--- src/rtl/ram_port_arbiter_if.sv ---
// Requester-side bundle of the RAM port arbiter: two write and two read
// requesters with valid/ready handshakes plus the shared read-return bus.
interface ram_port_arbiter_if #(
    parameter int ADDR_W = 7,
    parameter int DATA_W = 8
);
    logic              w0_valid;
    logic [ADDR_W-1:0] w0_addr;
    logic [DATA_W-1:0] w0_data;
    logic              w0_ready;
    logic              w1_valid;
    logic [ADDR_W-1:0] w1_addr;
    logic [DATA_W-1:0] w1_data;
    logic              w1_ready;

    logic              r0_valid;
    logic [ADDR_W-1:0] r0_addr;
    logic              r0_ready;
    logic              r0_rvalid;
    logic              r1_valid;
    logic [ADDR_W-1:0] r1_addr;
    logic              r1_ready;
    logic              r1_rvalid;
    logic [DATA_W-1:0] rdata;

    modport master (
        output w0_valid, w0_addr, w0_data, input w0_ready,
        output w1_valid, w1_addr, w1_data, input w1_ready,
        output r0_valid, r0_addr, input r0_ready, input r0_rvalid,
        output r1_valid, r1_addr, input r1_ready, input r1_rvalid,
        input  rdata
    );

    modport slave (
        input  w0_valid, w0_addr, w0_data, output w0_ready,
        input  w1_valid, w1_addr, w1_data, output w1_ready,
        input  r0_valid, r0_addr, output r0_ready, output r0_rvalid,
        input  r1_valid, r1_addr, output r1_ready, output r1_rvalid,
        output rdata
    );
endinterface

--- src/rtl/ram_port_arbiter.sv ---
// Shares one simple dual-port RAM between two requesters using independent
// round-robin arbiters on the write and read ports, with tagged read return.
module ram_port_arbiter #(
    parameter int ADDR_W = 7,
    parameter int DATA_W = 8,
    parameter int RD_LAT = 2
) (
    input  logic              clk1,
    input  logic              reset,
    ram_port_arbiter_if.slave bus,
    output logic              ram_we,
    output logic [ADDR_W-1:0] ram_addr_in,
    output logic [DATA_W-1:0] ram_d,
    output logic [ADDR_W-1:0] ram_addr_out,
    input  logic [DATA_W-1:0] ram_q
);

    // Round-robin pick: bit 0 grants requester 0, bit 1 grants requester 1.
    // ptr selects who wins when both are asking.
    function automatic logic [1:0] rr_pick(input logic v0, input logic v1, input logic ptr);
        logic [1:0] g;
        case ({v1, v0})
            2'b01:   g = 2'b01;
            2'b10:   g = 2'b10;
            2'b11:   g = ptr ? 2'b10 : 2'b01;
            default: g = 2'b00;
        endcase
        return g;
    endfunction

    logic [1:0]        wgnt_s;
    logic [1:0]        rgnt_s;
    logic              w_ptr_r;
    logic              r_ptr_r;
    logic [RD_LAT:0]   tag_vld_r;
    logic [RD_LAT:0]   tag_id_r;
    logic              r0_rvalid_r;
    logic              r1_rvalid_r;
    logic [DATA_W-1:0] rdata_r;

    // Grant decode for both RAM ports from the current valids and pointers.
    always_comb begin
        wgnt_s = rr_pick(bus.w0_valid, bus.w1_valid, w_ptr_r);
        rgnt_s = rr_pick(bus.r0_valid, bus.r1_valid, r_ptr_r);
    end

    assign bus.w0_ready  = wgnt_s[0];
    assign bus.w1_ready  = wgnt_s[1];
    assign bus.r0_ready  = rgnt_s[0];
    assign bus.r1_ready  = rgnt_s[1];
    assign bus.r0_rvalid = r0_rvalid_r;
    assign bus.r1_rvalid = r1_rvalid_r;
    assign bus.rdata     = rdata_r;

    // Write port: register the granted request towards the RAM, rotate pointer.
    always_ff @(posedge clk1 or posedge reset) begin
        if (reset) begin
            ram_we      <= 1'b0;
            ram_addr_in <= {ADDR_W{1'b0}};
            ram_d       <= {DATA_W{1'b0}};
            w_ptr_r     <= 1'b0;
        end else begin
            ram_we <= |wgnt_s;
            if (wgnt_s[0]) begin
                ram_addr_in <= bus.w0_addr;
                ram_d       <= bus.w0_data;
                w_ptr_r     <= 1'b1;
            end else if (wgnt_s[1]) begin
                ram_addr_in <= bus.w1_addr;
                ram_d       <= bus.w1_data;
                w_ptr_r     <= 1'b0;
            end
        end
    end

    // Read port: register the granted address, rotate pointer.
    always_ff @(posedge clk1 or posedge reset) begin
        if (reset) begin
            ram_addr_out <= {ADDR_W{1'b0}};
            r_ptr_r      <= 1'b0;
        end else begin
            if (rgnt_s[0]) begin
                ram_addr_out <= bus.r0_addr;
                r_ptr_r      <= 1'b1;
            end else if (rgnt_s[1]) begin
                ram_addr_out <= bus.r1_addr;
                r_ptr_r      <= 1'b0;
            end
        end
    end

    // Tag pipe mirrors the address register plus RAM latency; the last stage
    // drives the strobe together with a registered copy of ram_q, so no
    // combinational path exists from ram_q to any output.
    always_ff @(posedge clk1 or posedge reset) begin
        if (reset) begin
            tag_vld_r   <= {(RD_LAT+1){1'b0}};
            tag_id_r    <= {(RD_LAT+1){1'b0}};
            r0_rvalid_r <= 1'b0;
            r1_rvalid_r <= 1'b0;
            rdata_r     <= {DATA_W{1'b0}};
        end else begin
            tag_vld_r   <= {tag_vld_r[RD_LAT-1:0], |rgnt_s};
            tag_id_r    <= {tag_id_r[RD_LAT-1:0], rgnt_s[1]};
            r0_rvalid_r <= tag_vld_r[RD_LAT] & ~tag_id_r[RD_LAT];
            r1_rvalid_r <= tag_vld_r[RD_LAT] &  tag_id_r[RD_LAT];
            rdata_r     <= ram_q;
        end
    end

endmodule
--- src/flat_wrapper.sv ---
// flat-port wrapper written by rule: the top's interface ports become plain ports
module ram_port_arbiter_flat 
#(
    parameter int ADDR_W = 7,
    parameter int DATA_W = 8,
    parameter int RD_LAT = 2
)
  (clk1, reset, ram_we, ram_addr_in, ram_d, ram_addr_out, ram_q, bus_w0_valid, bus_w0_addr, bus_w0_data, bus_w0_ready, bus_w1_valid, bus_w1_addr, bus_w1_data, bus_w1_ready, bus_r0_valid, bus_r0_addr, bus_r0_ready, bus_r0_rvalid, bus_r1_valid, bus_r1_addr, bus_r1_ready, bus_r1_rvalid, bus_rdata);
  ram_port_arbiter_if #(.ADDR_W(ADDR_W), .DATA_W(DATA_W)) bus_i ();
  input  logic clk1;
  input  logic reset;
  output logic ram_we;
  output logic [ADDR_W-1:0] ram_addr_in;
  output logic [DATA_W-1:0] ram_d;
  output logic [ADDR_W-1:0] ram_addr_out;
  input  logic [DATA_W-1:0] ram_q;
  input wire logic [$bits(bus_i.w0_valid)-1:0] bus_w0_valid;
  input wire logic [$bits(bus_i.w0_addr)-1:0] bus_w0_addr;
  input wire logic [$bits(bus_i.w0_data)-1:0] bus_w0_data;
  output wire logic [$bits(bus_i.w0_ready)-1:0] bus_w0_ready;
  input wire logic [$bits(bus_i.w1_valid)-1:0] bus_w1_valid;
  input wire logic [$bits(bus_i.w1_addr)-1:0] bus_w1_addr;
  input wire logic [$bits(bus_i.w1_data)-1:0] bus_w1_data;
  output wire logic [$bits(bus_i.w1_ready)-1:0] bus_w1_ready;
  input wire logic [$bits(bus_i.r0_valid)-1:0] bus_r0_valid;
  input wire logic [$bits(bus_i.r0_addr)-1:0] bus_r0_addr;
  output wire logic [$bits(bus_i.r0_ready)-1:0] bus_r0_ready;
  output wire logic [$bits(bus_i.r0_rvalid)-1:0] bus_r0_rvalid;
  input wire logic [$bits(bus_i.r1_valid)-1:0] bus_r1_valid;
  input wire logic [$bits(bus_i.r1_addr)-1:0] bus_r1_addr;
  output wire logic [$bits(bus_i.r1_ready)-1:0] bus_r1_ready;
  output wire logic [$bits(bus_i.r1_rvalid)-1:0] bus_r1_rvalid;
  output wire logic [$bits(bus_i.rdata)-1:0] bus_rdata;
  assign bus_i.w0_valid = bus_w0_valid;
  assign bus_i.w0_addr = bus_w0_addr;
  assign bus_i.w0_data = bus_w0_data;
  assign bus_w0_ready = bus_i.w0_ready;
  assign bus_i.w1_valid = bus_w1_valid;
  assign bus_i.w1_addr = bus_w1_addr;
  assign bus_i.w1_data = bus_w1_data;
  assign bus_w1_ready = bus_i.w1_ready;
  assign bus_i.r0_valid = bus_r0_valid;
  assign bus_i.r0_addr = bus_r0_addr;
  assign bus_r0_ready = bus_i.r0_ready;
  assign bus_r0_rvalid = bus_i.r0_rvalid;
  assign bus_i.r1_valid = bus_r1_valid;
  assign bus_i.r1_addr = bus_r1_addr;
  assign bus_r1_ready = bus_i.r1_ready;
  assign bus_r1_rvalid = bus_i.r1_rvalid;
  assign bus_rdata = bus_i.rdata;
  ram_port_arbiter #(.ADDR_W(ADDR_W), .DATA_W(DATA_W), .RD_LAT(RD_LAT)) u_core (.clk1(clk1), .reset(reset), .bus(bus_i), .ram_we(ram_we), .ram_addr_in(ram_addr_in), .ram_d(ram_d), .ram_addr_out(ram_addr_out), .ram_q(ram_q));
endmodule
--- config.mk ---
export PLATFORM = sky130hd
export DESIGN_NAME = ram_port_arbiter_flat
export DESIGN_NICKNAME = d
export VERILOG_FILES = /design/src/rtl/ram_port_arbiter_if.sv /design/src/rtl/ram_port_arbiter.sv /design/src/flat_wrapper.sv
export SDC_FILE = /design/constraint.sdc
export NUM_CORES = 1
export LEC_CHECK = 0
export BUFFER_PORTS_ARGS = -buffer_cell sky130_fd_sc_hd__buf_2
export CAP_MARGIN = 25
export CORE_AREA = 2 2 75 63
export DETAILED_ROUTE_END_ITERATION = 16
export DIE_AREA = 0 0 77 65
export PLACE_DENSITY_LB_ADDON = 0.3
export REMOVE_ABC_BUFFERS = 1
export SLEW_MARGIN = 10
export SYNTH_ARGS = -nofsm -noshare
export SYNTH_HDL_FRONTEND = slang
export SYNTH_SLANG_ARGS = --single-unit
--- constraint.sdc ---
create_clock -name clk1 -period 1.4 [get_ports clk1]
set_input_delay 0.07 -clock clk1 [delete_from_list [all_inputs] [get_ports clk1]]
set_output_delay 0.07 -clock clk1 [all_outputs]
set_load 0.03 [all_outputs]
==> flow_summary.ini <==
[finish]
layout_common_cells = buf_2, dfrtp_1, nor2b_1
num_antenna_cells = 0
fin_nets = 306
area_delta_synth_final_pct = 39.0
fin_area_mm2 = 0.00254
drive_above_1_share = 0.490
layout_commonest_cell = buf_2

[setup_path]
r2r_setup_slack_ns = 0.29
crit_buf_inv = 1
r2r-end = u_core.ram_d[5]$_DFFE_PP0P_
path_depth = 3
max_stage_delay_ns = 0.47
start_kind = register
reg2reg_from = u_core.w_ptr_r$_DFFE_PP0P_
slowest_stage = dfrtp_2
required_ns = 1.33
worst_ep_arrival_time_ns = 1.26
cp_top_family = flip-flops
end_kind = output port
crit_path_end = bus_r0_ready
crit_path_start = u_core.r_ptr_r$_DFFE_PP0P_
critPathKind = register to output port
cp_max_fo = 10
r2r_cells = 3
crit_chain = nand2_2, and2_1, buf_2

[die]
rows = 22
coreArea_mm2 = 0.00435
die_x_um = 77
die_area_mm2 = 0.00501
die_h_um = 65
start_util = 0.421
io_pins = 95

[route]
wl_um = 4050
routed-via-count = 1494
wl_per_cell_um = 13.1
routed_via_density = 4.83
antenna_left = 0
drt_pre_antenna_iters = 4
first_iter_violations = 64
drc_errors = 0

[synth]
syn_area_mm2 = 0.00183
syn_area_per_cell_um2 = 12.8
synth_seq_cells = 41
synth.distinct_cells = 24
yosys_warnings = 0
yosysSeqAreaShare = 0.560
syn_inst = 143

[global_routing]
grt_use_met3 = 0.0446
grt-ovfl-total = 0
grt_pass1_vias = 1450
grtUsageMet2 = 0.276
grt.busiest_layer = met2
grt_pass1_wl_um = 6560
met1_usage = 0.206
antenna_found_initial = 0
grtUsageTotal = 0.167
grt_max_degree = 26

[timing]
drv_slew = 0
fin_crit_ns = 1.33
rsz0062_at_grt = false
hold_viol_final = 0
worstMarginPinSlew_ns = 0.429
finalCritPeriodShare = 0.950
finalSetupTns_ns = 0
setup_slack_ns = 0.0696
fin_skew_ns = 0.00433
fmax_ghz = 0.752
relSlewSlack = 0.714
fin_hold_ws_ns = 0.0213
finalSetupViolations = 0

[power_and_ir_drop]
p_per_area_mw_per_mm2 = 1220
ir_worst_vdd_mv = 0.478
cellLeakagePower_nw = 1.27
finalPower_mw = 3.10

[cts]
cts_tree = built
clkLatencyLatePin_ns = 0.29
h-tree-depth = 2
clockBufferDepth = 2
path_clk_slew_ns = 0.07
cts-buffers-inserted = 5
numClockSinks = 41
root_buffer = clkbuf_8

[placed_design]
placed_cell_area_mm2 = 0.00230
preCtsSetupSlack_ns = 0.112
portBuffers = 94
gp_congestion = 0.781
hpwl_um = 2850

[hold_path]
min_path_type = primary input to register

[status]
status = finished clean

[job]
maxCapViolations = 0
## worst register-to-register path, delay by kind of cell (launching register included)
family | cells | cell delay, ns
buf+inv | 1 | 0.16
flops | 1 | 0.39
simple gates | 1 | 0.20
compound gates | 1 | 0.26
## sequential cells by signal, summed over array words and instances, names as in the netlist
name	count
u_core.bus.rdata	8
u_core.ram_d	8
u_core.ram_addr_in	7
u_core.ram_addr_out	7
u_core.tag_id_r	3
u_core.tag_vld_r	3
u_core.bus.r0_rvalid	1
u_core.bus.r1_rvalid	1
u_core.r_ptr_r	1
u_core.ram_we	1
u_core.w_ptr_r	1
## routing by layer
layer | share of wire | up-vias
met5 | 0 | -
met4 | 0.015 | 0
met3 | 0.063 | 7
met2 | 0.48 | 48
met1 | 0.44 | 699
li1 | - | 740
## worst min path at each step
stage              startpoint                            endpoint  slack, ns  depth (start not counted)
2_1_floorplan        ram_q[0]       u_core.bus.rdata[0]$_DFF_PP0_       0.10                          0
3_3_place_gp            reset       u_core.bus.rdata[6]$_DFF_PP0_       0.10                          3
3_5_place_dp            reset       u_core.bus.rdata[6]$_DFF_PP0_       0.11                          3
4_1_cts        bus_r0_addr[4]  u_core.ram_addr_out[4]$_DFFE_PP0P_      0.007                          3
5_1_grt        bus_r0_addr[2]  u_core.ram_addr_out[2]$_DFFE_PP0P_       0.02                          3
6_report       bus_r0_addr[4]  u_core.ram_addr_out[4]$_DFFE_PP0P_       0.02                          3
## per-stage QoR
| stage | util | instances |
|---|---|---|
| after CTS | 0.577 | 305 |
| after detailed placement | 0.528 | 288 |
| final | 0.585 | 309 |
| after floorplan | - | 130 |
| after global routing | 0.585 | 309 |
| after global placement | 0.528 | 288 |
## timing repair
action	in CTS	in global routing
pin swaps	1	0
endpoints found under the setup margin	2	2
endpoints found under the hold margin	49	0
setup buffers	0	4
resized for setup	3	2
gates cloned	0	0
hold buffers	9	0
## power by group
group / internal (mW) / switching (mW)
logic: 0.326 / 0.474
registers: 1.31 / 0.0611
clock network: 0.533 / 0.400
## synthesized netlist by cell type
master | instances | area [um^2]
buf_4 | 3 | 22.5
clkbuf_2 | 1 | 5.00
buf_12 | 1 | 20.0
buf_6 | 4 | 45.0
mux2i_1 | 7 | 70.1
nand2b_2 | 1 | 8.76
nand2_8 | 1 | 20.0
o221a_1 | 9 | 101
o21ai_0 | 8 | 40.0
inv_1 | 4 | 15.0
buf_2 | 1 | 5.00
or2_2 | 2 | 12.5
dfrtp_1 | 41 | 1030
and3_1 | 7 | 43.8
a31oi_1 | 7 | 43.8
o21a_1 | 1 | 7.51
a211o_1 | 15 | 131
buf_1 | 1 | 3.75
nor2b_1 | 16 | 100
clkbuf_1 | 2 | 7.51
nand2_2 | 1 | 6.26
and2_1 | 2 | 12.5
o221a_2 | 6 | 67.6
a21boi_0 | 2 | 15.0
## area by class of cell
class                           count  area (um^2)
Clock buffer                        5         68.8
Inverter                            4         15.0
Timing Repair Buffer              111          626
Sequential cell                    41         1030
Tap cell                           60         75.1
Clock inverter                      3         46.3
Multi-Input combinational cell     85          686
Fill cell                         387         1810
## cell families (layout without fill, tap and decap cells)
kind of cell | count (synthesis) | count (layout) | synth area share
multiplexers | 7 | 7 | 0.0383
AND/OR/NAND/NOR | 30 | 30 | 0.111
flip-flops | 41 | 41 | 0.560
AO/OA/AOI/OAI | 48 | 48 | 0.222
buffers and inverters | 17 | 123 | 0.0677
Note: power is estimated with default switching activity, not from simulation.
